File: config.mk
export PLATFORM = sky130hd
export DESIGN_NAME = nonce_rx_fifo
export DESIGN_NICKNAME = d
export VERILOG_FILES = /design/src/rtl/nonce_rx_pkg.sv /design/src/rtl/nonce_fifo.sv /design/src/rtl/uart_receiver.sv /design/src/rtl/nonce_rx_fifo.sv
export SDC_FILE = /design/constraint.sdc
export NUM_CORES = 1
export LEC_CHECK = 0
export CAP_MARGIN = 30
export CORE_ASPECT_RATIO = 0.6
export CORE_UTILIZATION = 30
export CTS_CLUSTER_DIAMETER = 80
export DETAILED_ROUTE_END_ITERATION = 10
export SYNTH_ARGS = -nofsm -noshare
export SYNTH_HDL_FRONTEND = slang
export SYNTH_SLANG_ARGS = --single-unit
File: constraint.sdc
create_clock -name clk -period 3.2 [get_ports clk]
set_clock_uncertainty 0.05 [all_clocks]
set_input_delay 0.48 -clock clk [delete_from_list [all_inputs] [get_ports clk]]
set_output_delay 0.48 -clock clk [all_outputs]
set_load 0.05 [all_outputs]
File: src/rtl/nonce_rx_pkg.sv
// Shared types for the nonce receive path: assembler state
// encoding and the default comm clock frequency.
package nonce_rx_pkg;

   localparam int unsigned DEFAULT_COMM_CLK_FREQUENCY = 100_000_000;

   typedef enum logic {
      ASM_IDLE     = 1'b0,
      ASM_ASSEMBLE = 1'b1
   } asm_state_t;

endpackage

File: src/rtl/nonce_fifo.sv
// First-word-fall-through word FIFO; a push into a full FIFO is
// accepted only when a pop frees a slot the same cycle.
module nonce_fifo #(
   parameter int WIDTH = 32,
   parameter int DEPTH = 4
) (
   input  logic                     clk,
   input  logic                     reset,
   input  logic                     push,
   input  logic [WIDTH-1:0]         push_data,
   input  logic                     pop_req,
   output logic [WIDTH-1:0]         head,
   output logic                     valid,
   output logic [$clog2(DEPTH):0]   count,
   output logic                     overflow
);

   localparam int AW = $clog2(DEPTH);
   localparam int CW = AW + 1;

   logic [WIDTH-1:0] mem [DEPTH];
   logic [AW-1:0]    wr_ptr;
   logic [AW-1:0]    rd_ptr;
   logic             full;
   logic             pop;
   logic             push_ok;

   assign valid   = (count != '0);
   assign full    = (count == CW'(DEPTH));
   assign pop     = valid & pop_req;
   assign push_ok = push & (~full | pop);
   assign head    = valid ? mem[rd_ptr] : '0;

   always_ff @(posedge clk or posedge reset) begin
      if (reset) begin
         wr_ptr   <= '0;
         rd_ptr   <= '0;
         count    <= '0;
         overflow <= 1'b0;
      end else begin
         overflow <= push & ~push_ok;
         if (push_ok) wr_ptr <= wr_ptr + 1'b1;
         if (pop)     rd_ptr <= rd_ptr + 1'b1;
         unique case ({push_ok, pop})
            2'b10:   count <= count + 1'b1;
            2'b01:   count <= count - 1'b1;
            default: count <= count;
         endcase
      end
   end

   always_ff @(posedge clk) begin
      if (push_ok) mem[wr_ptr] <= push_data;
   end

endmodule

File: src/rtl/uart_receiver.sv
// 8N1 UART receiver: mid-bit sampling off a 2-flop synchronised
// line, one-cycle tx_new_byte strobe with tx_byte on a valid stop bit.
module uart_receiver #(
   parameter int COMM_CLK_FREQUENCY = 100_000_000,
   parameter int BAUD_RATE          = 115_200
) (
   input  logic       clk,
   input  logic       rst,
   input  logic       RxD,
   output logic       tx_new_byte,
   output logic [7:0] tx_byte
);

   localparam int DIV = COMM_CLK_FREQUENCY / BAUD_RATE;
   localparam int CW  = $clog2(DIV + 1);

   typedef enum logic [1:0] {
      RX_IDLE, RX_START, RX_DATA, RX_STOP
   } rx_state_t;

   rx_state_t     state;
   logic [1:0]    sync;
   logic [CW-1:0] cnt;
   logic [2:0]    bit_idx;
   logic [7:0]    shreg;
   logic          rxd_s;

   assign rxd_s = sync[1];

   always_ff @(posedge clk or posedge rst) begin
      if (rst) begin
         state       <= RX_IDLE;
         sync        <= 2'b11;
         cnt         <= '0;
         bit_idx     <= '0;
         shreg       <= '0;
         tx_new_byte <= 1'b0;
         tx_byte     <= '0;
      end else begin
         sync        <= {sync[0], RxD};
         tx_new_byte <= 1'b0;
         cnt         <= cnt + 1'b1;
         unique case (state)
            RX_IDLE: begin
               cnt <= '0;
               if (!rxd_s) state <= RX_START;
            end
            RX_START: begin
               // re-check half a bit in to reject glitches
               if (cnt == CW'(DIV / 2 - 1)) begin
                  cnt     <= '0;
                  bit_idx <= '0;
                  state   <= rxd_s ? RX_IDLE : RX_DATA;
               end
            end
            RX_DATA: begin
               if (cnt == CW'(DIV - 1)) begin
                  cnt     <= '0;
                  shreg   <= {rxd_s, shreg[7:1]};
                  bit_idx <= bit_idx + 1'b1;
                  if (bit_idx == 3'd7) state <= RX_STOP;
               end
            end
            RX_STOP: begin
               if (cnt == CW'(DIV - 1)) begin
                  cnt   <= '0;
                  state <= RX_IDLE;
                  if (rxd_s) begin
                     tx_new_byte <= 1'b1;
                     tx_byte     <= shreg;
                  end
               end
            end
            default: state <= RX_IDLE;
         endcase
      end
   end

endmodule

File: src/rtl/nonce_rx_fifo.sv
// Assembles UART bytes into WORD_BYTES-wide nonces with an
// inter-byte timeout and queues them in a FWFT FIFO.
module nonce_rx_fifo
   import nonce_rx_pkg::*;
#(
   parameter int COMM_CLK_FREQUENCY = DEFAULT_COMM_CLK_FREQUENCY,
   parameter int WORD_BYTES         = 4,
   parameter int MSB_FIRST          = 1,
   parameter int FIFO_DEPTH         = 4,
   parameter int TIMEOUT_CYCLES     = 100_000
) (
   input  logic                          clk,
   input  logic                          reset,
   input  logic                          RxD,
   output logic [8*WORD_BYTES-1:0]       nonce,
   output logic                          new_nonce,
   input  logic                          nonce_ack,
   output logic [$clog2(FIFO_DEPTH):0]   fifo_count,
   output logic                          overflow,
   output logic                          frame_timeout
);

   localparam int W   = 8 * WORD_BYTES;
   localparam int BCW = (WORD_BYTES > 1) ? $clog2(WORD_BYTES) : 1;
   localparam int TCW = $clog2(TIMEOUT_CYCLES + 1);

   logic           rx_new;
   logic [7:0]     rx_byte;
   logic           rx_strobe;
   asm_state_t     state;
   logic [BCW-1:0] byte_cnt;
   logic [TCW-1:0] idle_cnt;
   logic [W-1:0]   asm_word;
   logic           last_byte;
   logic           timeout_hit;

   uart_receiver #(
      .COMM_CLK_FREQUENCY(COMM_CLK_FREQUENCY)
   ) u_rx (
      .clk        (clk),
      .rst        (reset),
      .RxD        (RxD),
      .tx_new_byte(rx_new),
      .tx_byte    (rx_byte)
   );

   assign rx_strobe   = rx_new & ~reset;
   assign last_byte   = rx_strobe &&
                        (byte_cnt == BCW'(WORD_BYTES - 1));
   assign timeout_hit = (state == ASM_ASSEMBLE) && !rx_strobe &&
                        (idle_cnt == TCW'(TIMEOUT_CYCLES - 1));

   generate
      if (WORD_BYTES == 1) begin : g_one
         assign asm_word = rx_byte;
      end else begin : g_multi
         logic [W-9:0] shreg;
         if (MSB_FIRST != 0) begin : g_msb
            assign asm_word = {shreg, rx_byte};
         end else begin : g_lsb
            assign asm_word = {rx_byte, shreg};
         end
         // stale bytes of a dropped word are shifted out by the next one
         always_ff @(posedge clk or posedge reset) begin
            if (reset)
               shreg <= '0;
            else if (rx_strobe)
               shreg <= (MSB_FIRST != 0) ? asm_word[W-9:0]
                                         : asm_word[W-1:8];
         end
      end
   endgenerate

   always_ff @(posedge clk or posedge reset) begin
      if (reset) begin
         state         <= ASM_IDLE;
         byte_cnt      <= '0;
         idle_cnt      <= '0;
         frame_timeout <= 1'b0;
      end else begin
         frame_timeout <= timeout_hit;
         if (rx_strobe) begin
            idle_cnt <= '0;
            if (last_byte) begin
               state    <= ASM_IDLE;
               byte_cnt <= '0;
            end else begin
               state    <= ASM_ASSEMBLE;
               byte_cnt <= byte_cnt + 1'b1;
            end
         end else if (timeout_hit) begin
            state    <= ASM_IDLE;
            byte_cnt <= '0;
            idle_cnt <= '0;
         end else if (state == ASM_ASSEMBLE) begin
            idle_cnt <= idle_cnt + 1'b1;
         end
      end
   end

   nonce_fifo #(
      .WIDTH(W),
      .DEPTH(FIFO_DEPTH)
   ) u_fifo (
      .clk      (clk),
      .reset    (reset),
      .push     (last_byte),
      .push_data(asm_word),
      .pop_req  (nonce_ack),
      .head     (nonce),
      .valid    (new_nonce),
      .count    (fifo_count),
      .overflow (overflow)
   );

endmodule

==> metrics.txt, run 1 <==
status finished clean; Synth Cell Area 0.00885 sq mm; DRC 0; Required @ worst endpoint 2.67 ns; Initial Utilization 30.6%; Slowest-stage cell, CP clkdlybuf4s50_1; DRT antenna net count 0; Iteration-0 DRC Markers 372; min-delay src u_rx.sync[0]$_DFF_PP1_; largest net degree at the start of global routing 35; EDFF count, synth 128; Tot GR Track Use 12.2%; CTS Sinks 215; vias per inst 4.59; num ports 42; Inserted Clock Buffers 21; Yosys top cell by area edfxtp_1; R2R Path Start u_fifo.count[1]$_DFFE_PP0P_; Slew Limit Fails 0; NumNets Final 673; LEAKAGE 4.42 nW; setup TNS 0 ns; final WL 17700 um; syn_area_per_cell 14.9 sq um; Die X-Extent 224 um; clk buf depth 3; Mapped Nets 615; HP Class register to register; Final Non-Filler Cells 1067; CTS Hold Bufs 0; Seq/Total Area, Yosys 68.1%; CP cell instances or3_1 -> clkdlybuf4s50_1; Yosys reg bits 215; crit path buf inv count 1; # Post-CTS Setup Buffers 0; total congestion overflow 0; Area contributors post-synth edfxtp_1 (43%), dfrtp_1 (24%), mux4_2 (8.1%); initial antenna violation count 0; relative max-transition margin 60.0%; Final min period 2.81 ns; critical path launch point u_fifo.count[2]$_DFFE_PP0P_; first drt pass iteration count 4; full die area 0.0302 sq mm; worst-path fanout max 16; worst skew pair latency 0.50 ns; core footprint 0.0289 sq mm; placed insts 1029; Worst Setup Start Kind register; IO Port Bufs 41; Hold Violations, Final 0; first-pass GRT wire length 28800 um; Crit Path Class register to primary output; row cnt 48; HPWL Detailed 11300 um; PwrDens 516 mW/mm^2; gpl congestion 0.761; CTS HTree Levels 1; Peak VDD IR 246 uV; Final period util 87.9%; Max Cap Violations 0; most used flip-flop cell after synthesis edfxtp_1; Worst setup EP type primary output; Fill cells 2757; Max stage delay on crit path 0.78 ns; worst path arrival time 2.28 ns; yosys warns 0; most frequent cells in the layout edfxtp_1 (128), nand2_1 (103), dfrtp_1 (84), buf_4 (42), and2_1 (39); CP top delay family buffers and inverters; Root Driver clkbuf_16; share of post-route cells with drive strength above 1 21.9%; Die Ht 135 um; drt wl/cell 16.6 um; most common cell after layout, fill and taps aside edfxtp_1; synth-to-layout area growth 18.6%; Worst-path clk slew 0.07 ns; Synth Instances 594; RSZ-0062 raised after global routing no; Synth top area share 43.4%; via count 4902; CTS tree built; Synth cell types 50; Worst-Margin Slew 0.599 ns; vias in the first global route 5065; Synth async-reset ratio 40.5%; post-CTS sizing 0; endpoints failing setup 0; fmax 355 MHz
-- worst paths after layout --
| check | endpoint | slack (ns) | cells past startpoint |
|---|---|---|---|
| worst max register to register | u_fifo.count[2]$_DFFE_PP0P_ | 0.56 | 9 |
| worst min-delay path | u_rx.sync[1]$_DFF_PP1_ | 0.32 | 0 |
| worst max-delay path | new_nonce | 0.39 | 2 |
| worst min register to register | u_rx.sync[1]$_DFF_PP1_ | 0.32 | 0 |
| min in group asynchronous | u_fifo.overflow$_DFF_PP0_ | 0.44 | 2 |
| max in group asynchronous | u_fifo.rd_ptr[0]$_DFFE_PP0P_ | 2.07 | 3 |
-- routing by layer --
metal | up-vias | wire [um] | GRT usage, %
met2 | 92 | 7240 | 17.4
met1 | 2503 | 9430 | 19.1
met5 | - | 0 | 0
li1 | 2287 | - | -
met3 | 20 | 812 | 2.70
met4 | 0 | 180 | 1.86
-- layout make-up --
type                            count  area (sq um)  area share [%]
Antenna cell                        1          2.50          0.0238
Tap cell                          400           500            4.77
Multi-Input combinational cell    339          2670            25.4
Clock inverter                     10           108            1.03
Timing Repair Buffer               59           566            5.39
Inverter                           16          61.3           0.584
Sequential cell                   215          6020            57.4
Clock buffer                       27           568            5.41
-- worst reg2reg max path: cells and delay by family (launching register included) --
kind | cells | cell delay, ns
simple gates | 3 | 1.09
fa+ha+maj | 2 | 0.54
xor+xnor | 2 | 0.31
flops | 1 | 0.42
buf+inv | 2 | 0.16
-- per-stage QoR --
stage          total power [mW]  area [sq um]  setup WS [ns]  utilization, %  hold slack, ns
2_1_floorplan              2.99          8850          0.423               -           0.295
3_3_place_gp               3.01          9820          0.150            34.0           0.298
3_5_place_dp               3.01          9820          0.157            34.0           0.299
4_1_cts                    5.48         10500          0.315            36.3           0.313
5_1_grt                    5.60         10500          0.215            36.3           0.315
6_report                   5.42         10500          0.386            36.3           0.319
-- cells by family after synthesis --
kind of cell,share of synthesized area [%]
flops,68.1
simple gates,12.2
mux,10.6
compound gates,3.36
buf+inv,1.87
fa+ha+maj,2.49
xor+xnor,1.39
-- power by group --
part           internal (mW)  leakage [nW]  switching [mW]
Sequential              2.92          2.66         0.00105
Combinational        0.00881          1.44          0.0254
Clock                   1.42         0.325            1.04
Total                   4.35          4.42            1.07
-- registers in the layout (all words and copies together) (netlist names), named ones only --
| name | count |
|---|---|
| u_rx.tx_byte | 8 |
| u_rx.state | 1 |
| u_fifo.wr_ptr | 2 |
| idle_cnt | 17 |
| u_rx.shreg | 8 |
| frame_timeout | 1 |
| byte_cnt | 2 |
| state | 1 |
| u_fifo.overflow | 1 |
| u_fifo.rd_ptr | 2 |
| u_fifo.count | 3 |
| u_rx.cnt | 10 |
| u_rx.sync | 2 |
| u_rx.bit_idx | 3 |
| g_multi.shreg | 24 |
| u_rx.tx_new_byte | 1 |
| u_fifo.mem | 128 |
-- synth_stat cells (7+ instances only) --
library cell,instances
mux4_2,32
and2_1,39
inv_1,16
nand3_1,9
xor2_1,7
dfrtp_1,85
nand2_1,103
mux2_2,17
xnor2_1,7
ha_1,16
a31oi_1,15
edfxtp_1,128
a21oi_1,8
o21ai_0,9
nor2_1,21
clkbuf_1,15
No activity file was read; power rests on OpenSTA's default activity.
==> inputs of run 2 (changes only) <==
- CTS_BUF_LIST: default -> sky130_fd_sc_hd__clkbuf_4 sky130_fd_sc_hd__clkbuf_8 sky130_fd_sc_hd__clkbuf_16
==> metrics.txt, run 2 (same netlist as run 1, synthesis figures left out) <==
status finished clean; HPWL Detailed 11300 um (unchanged); Fill cells 2753 (-0.15%); Hold Violations, Final 0 (unchanged); Required @ worst endpoint 2.67 ns (about the same); switching share of power 19.7% (-0.053 points); vias in the first global route 5065 (unchanged); Die Ht 135 um (unchanged); Max Cap Violations 0 (unchanged); total congestion overflow 0 (unchanged); clk buf depth 3 (unchanged); CTS Hold Bufs 0 (unchanged); Inserted Clock Buffers 21 (unchanged); HP Class register to register; Initial Utilization 30.6% (unchanged); gpl congestion 0.761 (unchanged); final WL 17700 um (about the same); CTS HTree Levels 1 (unchanged); LEAKAGE 4.44 nW (+0.31%); Flop pwr share 53.5% (-0.3 points); Iteration-0 DRC Markers 328 (-12%); first-pass GRT wire length 28800 um (unchanged); Peak VDD IR 249 uV (+0.99%); worst path arrival time 2.29 ns (about the same); CTS Sinks 215 (unchanged); full die area 0.0302 sq mm (unchanged); Worst-path clk slew 0.07 ns (about the same); Root Driver clkbuf_16; placed insts 1029 (unchanged); CTS tree built; endpoints failing setup 0 (unchanged); first drt pass iteration count 5 (+1); switching pwr 1.08 mW (+0.45%); DRC 0 (unchanged); Die X-Extent 224 um (unchanged); core footprint 0.0289 sq mm (unchanged); num ports 42 (unchanged); vias per inst 4.64 (+1.1%); Final Non-Filler Cells 1067 (unchanged); worst setup margin 0.381 ns (-0.00567 ns); Hold EP u_rx.sync[1]$_DFF_PP1_; RSZ-0062 raised after global routing no; worst-path fanout max 16 (unchanged); Crit Path Class register to primary output; largest net degree at the start of global routing 35 (unchanged); share of post-route cells with drive strength above 1 22.5% (+0.60 points); worst flop-to-flop path endpoint u_fifo.count[2]$_DFFE_PP0P_; via count 4954 (+1.1%); most frequent cells in the layout edfxtp_1 (128), nand2_1 (103), dfrtp_1 (84), buf_4 (42), and2_1 (39); row cnt 48 (unchanged); biggest regs u_fifo.mem: 128 flops, g_multi.shreg: 24 flops, idle_cnt: 17 flops; PwrDens 519 mW/mm^2 (+0.57%); drt wl/cell 16.6 um (about the same); logic gate share of total power 0.6% (about the same); IO Port Bufs 41 (unchanged); Tot GR Track Use 12.2% (about the same); Int Pwr 4.38 mW (+0.78%); min-delay src u_rx.sync[0]$_DFF_PP1_; FF-to-FF setup slack 0.54 ns (-0.02 ns); Worst setup EP type primary output; synth-to-layout area growth 18.7%; # Post-CTS Setup Buffers 0 (unchanged); Clk network pwr share 45.9% (+0.4 points); DRT antenna net count 0 (unchanged); initial antenna violation count 0 (unchanged); Final period util 88.1% (+0.18 points); Worst Setup Start Kind register; worst skew pair latency 0.50 ns (about the same); hold slack 0.320 ns (+0.000722 ns); Place WS 0.157 ns (unchanged); fmax 355 MHz (-0.20%); R2R Path Start u_fifo.count[1]$_DFFE_PP0P_; max reg flops 128 (unchanged); Worst R2R Path Depth 9 (unchanged); Biggest register u_fifo.mem; Worst-Margin Slew 0.593 ns (-0.00582 ns); NumNets Final 673 (unchanged); Final min period 2.82 ns (+0.00567 ns); setup TNS 0 ns (unchanged); hold path depth 0 (unchanged); relative max-transition margin 60.4% (+0.39 points); post-CTS sizing 0 (unchanged); Slew Limit Fails 0 (unchanged); most common cell after layout, fill and taps aside edfxtp_1
-- run 2: worst max path at each step --
stage | slack, ns | startpoint | endpoint | cells after the start
3_5_place_dp | 0.16 | nonce_ack | u_fifo.count[2]$_DFFE_PP0P_ | 10
6_report | 0.38 | u_fifo.count[2]$_DFFE_PP0P_ | new_nonce | 2
2_1_floorplan | 0.42 | reset | asynchronous set/reset pin | 1
5_1_grt | 0.22 | u_fifo.count[2]$_DFFE_PP0P_ | new_nonce | 2
3_3_place_gp | 0.15 | nonce_ack | u_fifo.count[2]$_DFFE_PP0P_ | 10
4_1_cts | 0.31 | u_fifo.count[2]$_DFFE_PP0P_ | new_nonce | 2
-- run 2: per-layer routing --
layer | global-route usage, % | vias up | routed length [um]
met5 | 0 | - | 0
met4 | 1.86 | 0 | 193
met3 | 2.70 | 23 | 823
met2 | 17.4 | 106 | 7260
met1 | 19.1 | 2535 | 9380
li1 | - | 2290 | -
-- run 2: power by group through the flow --
stage,sequential (mW),clock (mW),combinational (mW)
after floorplan,2.97,0,0.0166
after global placement,2.97,0,0.0357
after detailed placement,2.97,0,0.0367
after CTS,2.92,2.56,0.0364
after global routing,2.92,2.67,0.0398
final,2.92,2.51,0.0342
-- run 2: per-stage QoR --
step                      utilization (%)  power [mW]  area, sq um
after floorplan                         -        2.99         8850
after CTS                            36.4        5.51        10500
final                                36.4        5.46        10500
after global routing                 36.4        5.63        10500
after detailed placement             34.0        3.01         9820
after global placement               34.0        3.01         9820
-- run 2: critical path, stage by stage (launching register included) --
cell             delay [ns]
dfrtp_1                0.42
or3_1                  0.59
clkdlybuf4s50_1        0.78
-- run 2: layout make-up --
cell class	instances	area, sq um	share of cell area [%]
Antenna cell	1	2.50	0.0238
Clock buffer	27	583	5.55
Clock inverter	10	108	1.02
Inverter	16	61.3	0.583
Multi-Input combinational cell	339	2670	25.4
Sequential cell	215	6020	57.3
Tap cell	400	500	4.76
Timing Repair Buffer	59	566	5.38
==> inputs of run 3 (changes only) <==
- HOLD_SLACK_MARGIN: default -> 0.05
==> results of run 3 <==
No change in the layout: final DEF, timing and power equal those of run 2.
